===== src/rtl/regbank_reader_pkg.sv =====
`default_nettype none
// ---------------------------------------------------------------------------
// regbank_reader_pkg : shared constants for the register bank read side
// Revision 1.0
// ---------------------------------------------------------------------------
package regbank_reader_pkg;

  localparam int REG_ZERO    = 0;
  localparam int SELECT_BITS = 5;
  localparam int DATA_BITS   = 32;
  localparam int NUM_REGS    = 1 << SELECT_BITS;

endpackage
`default_nettype wire


===== src/rtl/regbank_read_mux.sv =====
`default_nettype none
// ---------------------------------------------------------------------------
// regbank_read_mux : N:1 entry select with zero-index and write forwarding
// Revision 1.0
// ---------------------------------------------------------------------------
module regbank_read_mux
  import regbank_reader_pkg::*;
#(
  parameter int SELECT_BITS = regbank_reader_pkg::SELECT_BITS,
  parameter int DATA_BITS   = regbank_reader_pkg::DATA_BITS,
  parameter int NUM_ENTRIES = 1 << SELECT_BITS
) (
  input  logic [DATA_BITS-1:0]   regs [NUM_ENTRIES-1:1],
  input  logic [SELECT_BITS-1:0] rd_addr,
  input  logic                   wr_en,
  input  logic [SELECT_BITS-1:0] wr_addr,
  input  logic [DATA_BITS-1:0]   wr_data,
  output logic [DATA_BITS-1:0]   rd_data
);

  localparam logic [SELECT_BITS-1:0] C_ZERO_IDX = SELECT_BITS'(REG_ZERO);

  // Zero index wins over forwarding, so a discarded r0 write never leaks out.
  always_comb begin
    rd_data = '0;
    if (rd_addr == C_ZERO_IDX) begin
      rd_data = '0;
    end else if (wr_en && (wr_addr == rd_addr)) begin
      rd_data = wr_data;
    end else begin
      rd_data = regs[rd_addr];
    end
  end

endmodule
`default_nettype wire


===== src/rtl/regbank_reader.sv =====
`default_nettype none
// ---------------------------------------------------------------------------
// regbank_reader : register bank with one write port, two registered reads
// Revision 1.0
// ---------------------------------------------------------------------------
module regbank_reader
  import regbank_reader_pkg::*;
#(
  parameter int SELECT_BITS = regbank_reader_pkg::SELECT_BITS,
  parameter int DATA_BITS   = regbank_reader_pkg::DATA_BITS
) (
  input  logic                   clk,
  input  logic                   rst_n,
  input  logic                   wr_en,
  input  logic [SELECT_BITS-1:0] wr_addr,
  input  logic [DATA_BITS-1:0]   wr_data,
  input  logic                   rd_req,
  input  logic [SELECT_BITS-1:0] rd_addr_a,
  input  logic [SELECT_BITS-1:0] rd_addr_b,
  input  logic                   hold,
  output logic [DATA_BITS-1:0]   rd_data_a,
  output logic [DATA_BITS-1:0]   rd_data_b,
  output logic                   rd_valid
);

  localparam int NUM_ENTRIES = 1 << SELECT_BITS;

  logic [DATA_BITS-1:0] r_regs [NUM_ENTRIES-1:1];
  logic [DATA_BITS-1:0] w_mux_a;
  logic [DATA_BITS-1:0] w_mux_b;
  logic [DATA_BITS-1:0] r_data_a;
  logic [DATA_BITS-1:0] r_data_b;
  logic                 r_valid;

  // Entry 0 has no storage; the decode below can never match index 0.
  for (genvar i = 1; i < NUM_ENTRIES; i++) begin : g_entry
    always_ff @(posedge clk or negedge rst_n) begin
      if (!rst_n) begin
        r_regs[i] <= '0;
      end else if (wr_en && (wr_addr == SELECT_BITS'(i))) begin
        r_regs[i] <= wr_data;
      end
    end
  end

  regbank_read_mux #(
    .SELECT_BITS (SELECT_BITS),
    .DATA_BITS   (DATA_BITS),
    .NUM_ENTRIES (NUM_ENTRIES)
  ) u_mux_a (
    .regs    (r_regs),
    .rd_addr (rd_addr_a),
    .wr_en   (wr_en),
    .wr_addr (wr_addr),
    .wr_data (wr_data),
    .rd_data (w_mux_a)
  );

  regbank_read_mux #(
    .SELECT_BITS (SELECT_BITS),
    .DATA_BITS   (DATA_BITS),
    .NUM_ENTRIES (NUM_ENTRIES)
  ) u_mux_b (
    .regs    (r_regs),
    .rd_addr (rd_addr_b),
    .wr_en   (wr_en),
    .wr_addr (wr_addr),
    .wr_data (wr_data),
    .rd_data (w_mux_b)
  );

  // Data is only captured on accept, so a hold never refreshes stale operands.
  always_ff @(posedge clk or negedge rst_n) begin
    if (!rst_n) begin
      r_data_a <= '0;
      r_data_b <= '0;
      r_valid  <= 1'b0;
    end else if (!hold) begin
      r_valid <= rd_req;
      if (rd_req) begin
        r_data_a <= w_mux_a;
        r_data_b <= w_mux_b;
      end
    end
  end

  assign rd_data_a = r_data_a;
  assign rd_data_b = r_data_b;
  assign rd_valid  = r_valid;

endmodule
`default_nettype wire


===== config.mk =====
export PLATFORM = sky130hd
export DESIGN_NAME = regbank_reader
export DESIGN_NICKNAME = d
export VERILOG_FILES = /design/src/rtl/regbank_reader_pkg.sv /design/src/rtl/regbank_read_mux.sv /design/src/rtl/regbank_reader.sv
export SDC_FILE = /design/constraint.sdc
export NUM_CORES = 2
export LEC_CHECK = 0
export BUFFER_PORTS_ARGS = -buffer_cell sky130_fd_sc_hd__buf_2
export CAP_MARGIN = 15
export CORE_MARGIN = 5
export CORE_UTILIZATION = 45
export CTS_BUF_LIST = sky130_fd_sc_hd__clkbuf_8 sky130_fd_sc_hd__clkbuf_16
export DETAILED_ROUTE_END_ITERATION = 8
export SLEW_MARGIN = 20
export SYNTH_ARGS = -nofsm -noshare
export SYNTH_HDL_FRONTEND = slang
export SYNTH_HIERARCHICAL = 1
export SYNTH_SLANG_ARGS = --single-unit

===== constraint.sdc =====
create_clock -name clk -period 2.4 [get_ports clk]
set_input_delay 0.12 -clock clk [delete_from_list [all_inputs] [get_ports clk]]
set_output_delay 0.12 -clock clk [all_outputs]
set_load 0.01 [all_outputs]

==> results.json <==
{
  "outcome": "complete, no violations",
  "via_count": 38590,
  "finalCriticalPeriod_ps": 2190,
  "skew_ps": 26.3,
  "reg2reg_setup_slack_ps": 210,
  "postSynthCellCount": 4067,
  "rr_endpoint": "rd_data_a[1]",
  "dieHeight_um": 367,
  "cp-startpoint": "r_regs[449]",
  "cts_made_buffers": 112,
  "pre_cts_slack_ps": -95.7,
  "p_sw_frac": 0.276,
  "timing.rr.start": "r_regs[449]",
  "relSlewSlack": 0.361,
  "hp-class": "in2reg",
  "timing.final.ws_setup_ps": 207,
  "grtUsageTotal": 0.276,
  "drive_gt1_frac": 0.540,
  "die_area_um2": 135000,
  "drt-total-wl_um": 187000,
  "grt_pass1_vias": 39495,
  "async_flop_share": 1.00,
  "final_nets": 4267,
  "start_util": 0.451,
  "grt_max_degree": 96,
  "internal_power_uw": 39200,
  "power.density_nw_per_um2": 822,
  "drc_errors": 0,
  "portBuffers": 116,
  "die_w_um": 367,
  "synth_area_um2": 57300,
  "placed_area_um2": 61900,
  "synth_enable_flop_cells": 0,
  "worstMarginPinSlew_ps": 956,
  "finalSetupViolCount": 0,
  "fmax_mhz": 456,
  "io_pins": 117,
  "dp_hpwl_um": 118000,
  "syn_to_final_growth_pct": 15.2,
  "clkPwrFrac": 0.340,
  "start_kind": "flip-flop",
  "p_switching_uw": 15000,
  "max_cap_viol_count": 0,
  "syn_avg_cell_area_um2": 14.1,
  "root_buffer": "clkbuf_16",
  "hold_viol": 0,
  "cts_resized": 0,
  "yosysUniqueCellTypes": 46,
  "leakage_uw": 0.0290,
  "cts.clk_slew.worst_paths_ps": 60,
  "design_area_um2": 66000,
  "grt_setup_unrepaired": "false",
  "grt_pass1_wl_um": 279000,
  "fill_cells": 10680,
  "reg2reg_depth": 6,
  "endpoint_kind": "flip-flop",
  "fin_tns_setup_ps": 0,
  "cts_sinks": 1057,
  "cp-endpoint": "rd_data_a[1]",
  "yosys_warnings": 6,
  "drt_iter0_drc": 3506,
  "critical_path_arrival_ps": 2810,
  "combPwrFrac": 0.215,
  "yosysSeqAreaShare": 0.462,
  "antenna_found_initial": 18,
  "core_um2": 127000,
  "critPathRequiredTime_ps": 3020,
  "tritoncts": "built",
  "grt-ovfl-total": 0,
  "wire_per_inst_um": 31.3,
  "critical_path_class": "reg2reg",
  "clock_path_buffers": 3,
  "row_count": 131,
  "ys.flop_type": "dfrtp_1",
  "seqPwrFrac": 0.445,
  "gp_congestion": 0.836,
  "ys_ff_latch": 1057,
  "insertion_delay_ps": 730,
  "dr.pass1.iters": 5,
  "drtAntennaViolNets": 0,
  "via_per_inst": 6.46,
  "syn-num-nets": 4119,
  "maxSlewViolCount": 0,
  "cp_max_fo": 3,
  "power.total_uw": 54200,
  "ir_drop_mv": 0.679,
  "htreeDepth": 3,
  "fin_crit_sh": 0.914
}
[final cells by class]
class                      count  area (um^2)  share of cell area
tap                         1662         2080              0.0315
clock buffer                 143         3260              0.0495
clock inverter                64          634             0.00961
antenna                        5         12.5            0.000190
sequential                  1057        26500               0.401
timing repair buffer         473         4700              0.0712
multi-input combinational   2571        28800               0.437
[layer usage]
metal	global-route usage	vias up	wire length [um]
met5	0	-	59
met4	0.0841	10	6540
met3	0.0594	348	14700
met2	0.427	1549	85100
met1	0.393	20767	80600
li1	-	15916	-
[synthesized netlist by cell type, drive strengths merged (11+ instances only)]
cell type     n  share of area
a31oi        40         0.0044
nor4         22         0.0024
o221ai       80          0.012
and3         22         0.0024
a22o         20         0.0031
o21ai       108         0.0094
mux2i       104          0.018
mux2       1324           0.26
nor2b        93          0.010
a221oi       42         0.0064
a22oi        46         0.0060
clkbuf      238          0.016
nor3         81         0.0072
o22ai        82         0.0090
dfrtp      1057           0.46
mux4        326           0.13
a21oi        42         0.0037
nand2b       11         0.0012
nand2        60         0.0039
nor2         17         0.0011
buf         201          0.022
[power by group through the flow]
| stage | clock network [uW] | logic, uW | registers (uW) |
|---|---|---|---|
| finish | 18400 | 11600 | 24100 |
| global route | 19500 | 12500 | 24500 |
| CTS | 18800 | 11700 | 24100 |
| detailed placement | 0 | 11600 | 24300 |
| global placement | 0 | 11400 | 24200 |
| floorplan | 0 | 8390 | 23400 |
[cells by family after synthesis]
family | after synthesis | share of synthesized area
mux | 1754 | 0.411
flops | 1057 | 0.462
compound gates | 467 | 0.0554
buf+inv | 439 | 0.0380
simple gates | 340 | 0.0327
xor+xnor | 10 | 0.00153
[stage by stage]
step / hold slack [ps] / utilization / cells
2_1_floorplan: -176 / - / 4067
3_5_place_dp: 120 / 0.487 / 5744
5_1_grt: 42.8 / 0.519 / 5970
4_1_cts: 1.32 / 0.519 / 5970
3_3_place_gp: 119 / 0.487 / 5744
6_report: 58.1 / 0.519 / 5975
[registers in the layout (all words and copies together), names as in the netlist]
register,count
r_regs,992
rd_data_a,32
rd_data_b,32
rd_valid,1
[placed cells by master (no fill, tap or decap), types with 42 or more instances in the layout]
master / count
a21oi_1: 42
a221oi_1: 42
a22oi_1: 46
buf_12: 105
buf_2: 107
buf_4: 235
clkbuf_16: 115
dfrtp_1: 1057
mux2_2: 1260
mux2_4: 60
mux2i_1: 104
mux4_2: 326
nand2_1: 49
nor2b_1: 90
nor3_1: 80
o21ai_0: 106
o221ai_1: 80
o22ai_1: 82
[worst min path at each step]
stage / cells after the start / end / slack (ps) / start
finish: 2 / r_regs[892] / 60 / wr_data[28]
global route: 2 / r_regs[764] / 40 / wr_data[28]
CTS: 2 / r_regs[61] / 1 / wr_data[29]
detailed placement: 1 / r_regs[941] / 120 / rst_n
global placement: 1 / r_regs[941] / 120 / rst_n
floorplan: 0 / r_regs[0] / -180 / rst_n
[critical path: stages, from the launching register on]
cell and delay [ps]:
dfrtp_1 400, mux4_2 480, a22o_1 260, a221oi_1 360
and3_1 250, nor3_1 60, mux2_2 270
[repair_timing]
| action | 4_1_cts | 5_1_grt |
|---|---|---|
| endpoints found under the hold margin | 1180 | 0 |
| buffers inserted | 0 | 0 |
| hold buffers | 19 | 0 |
No activity file was read; power rests on OpenSTA's default activity.
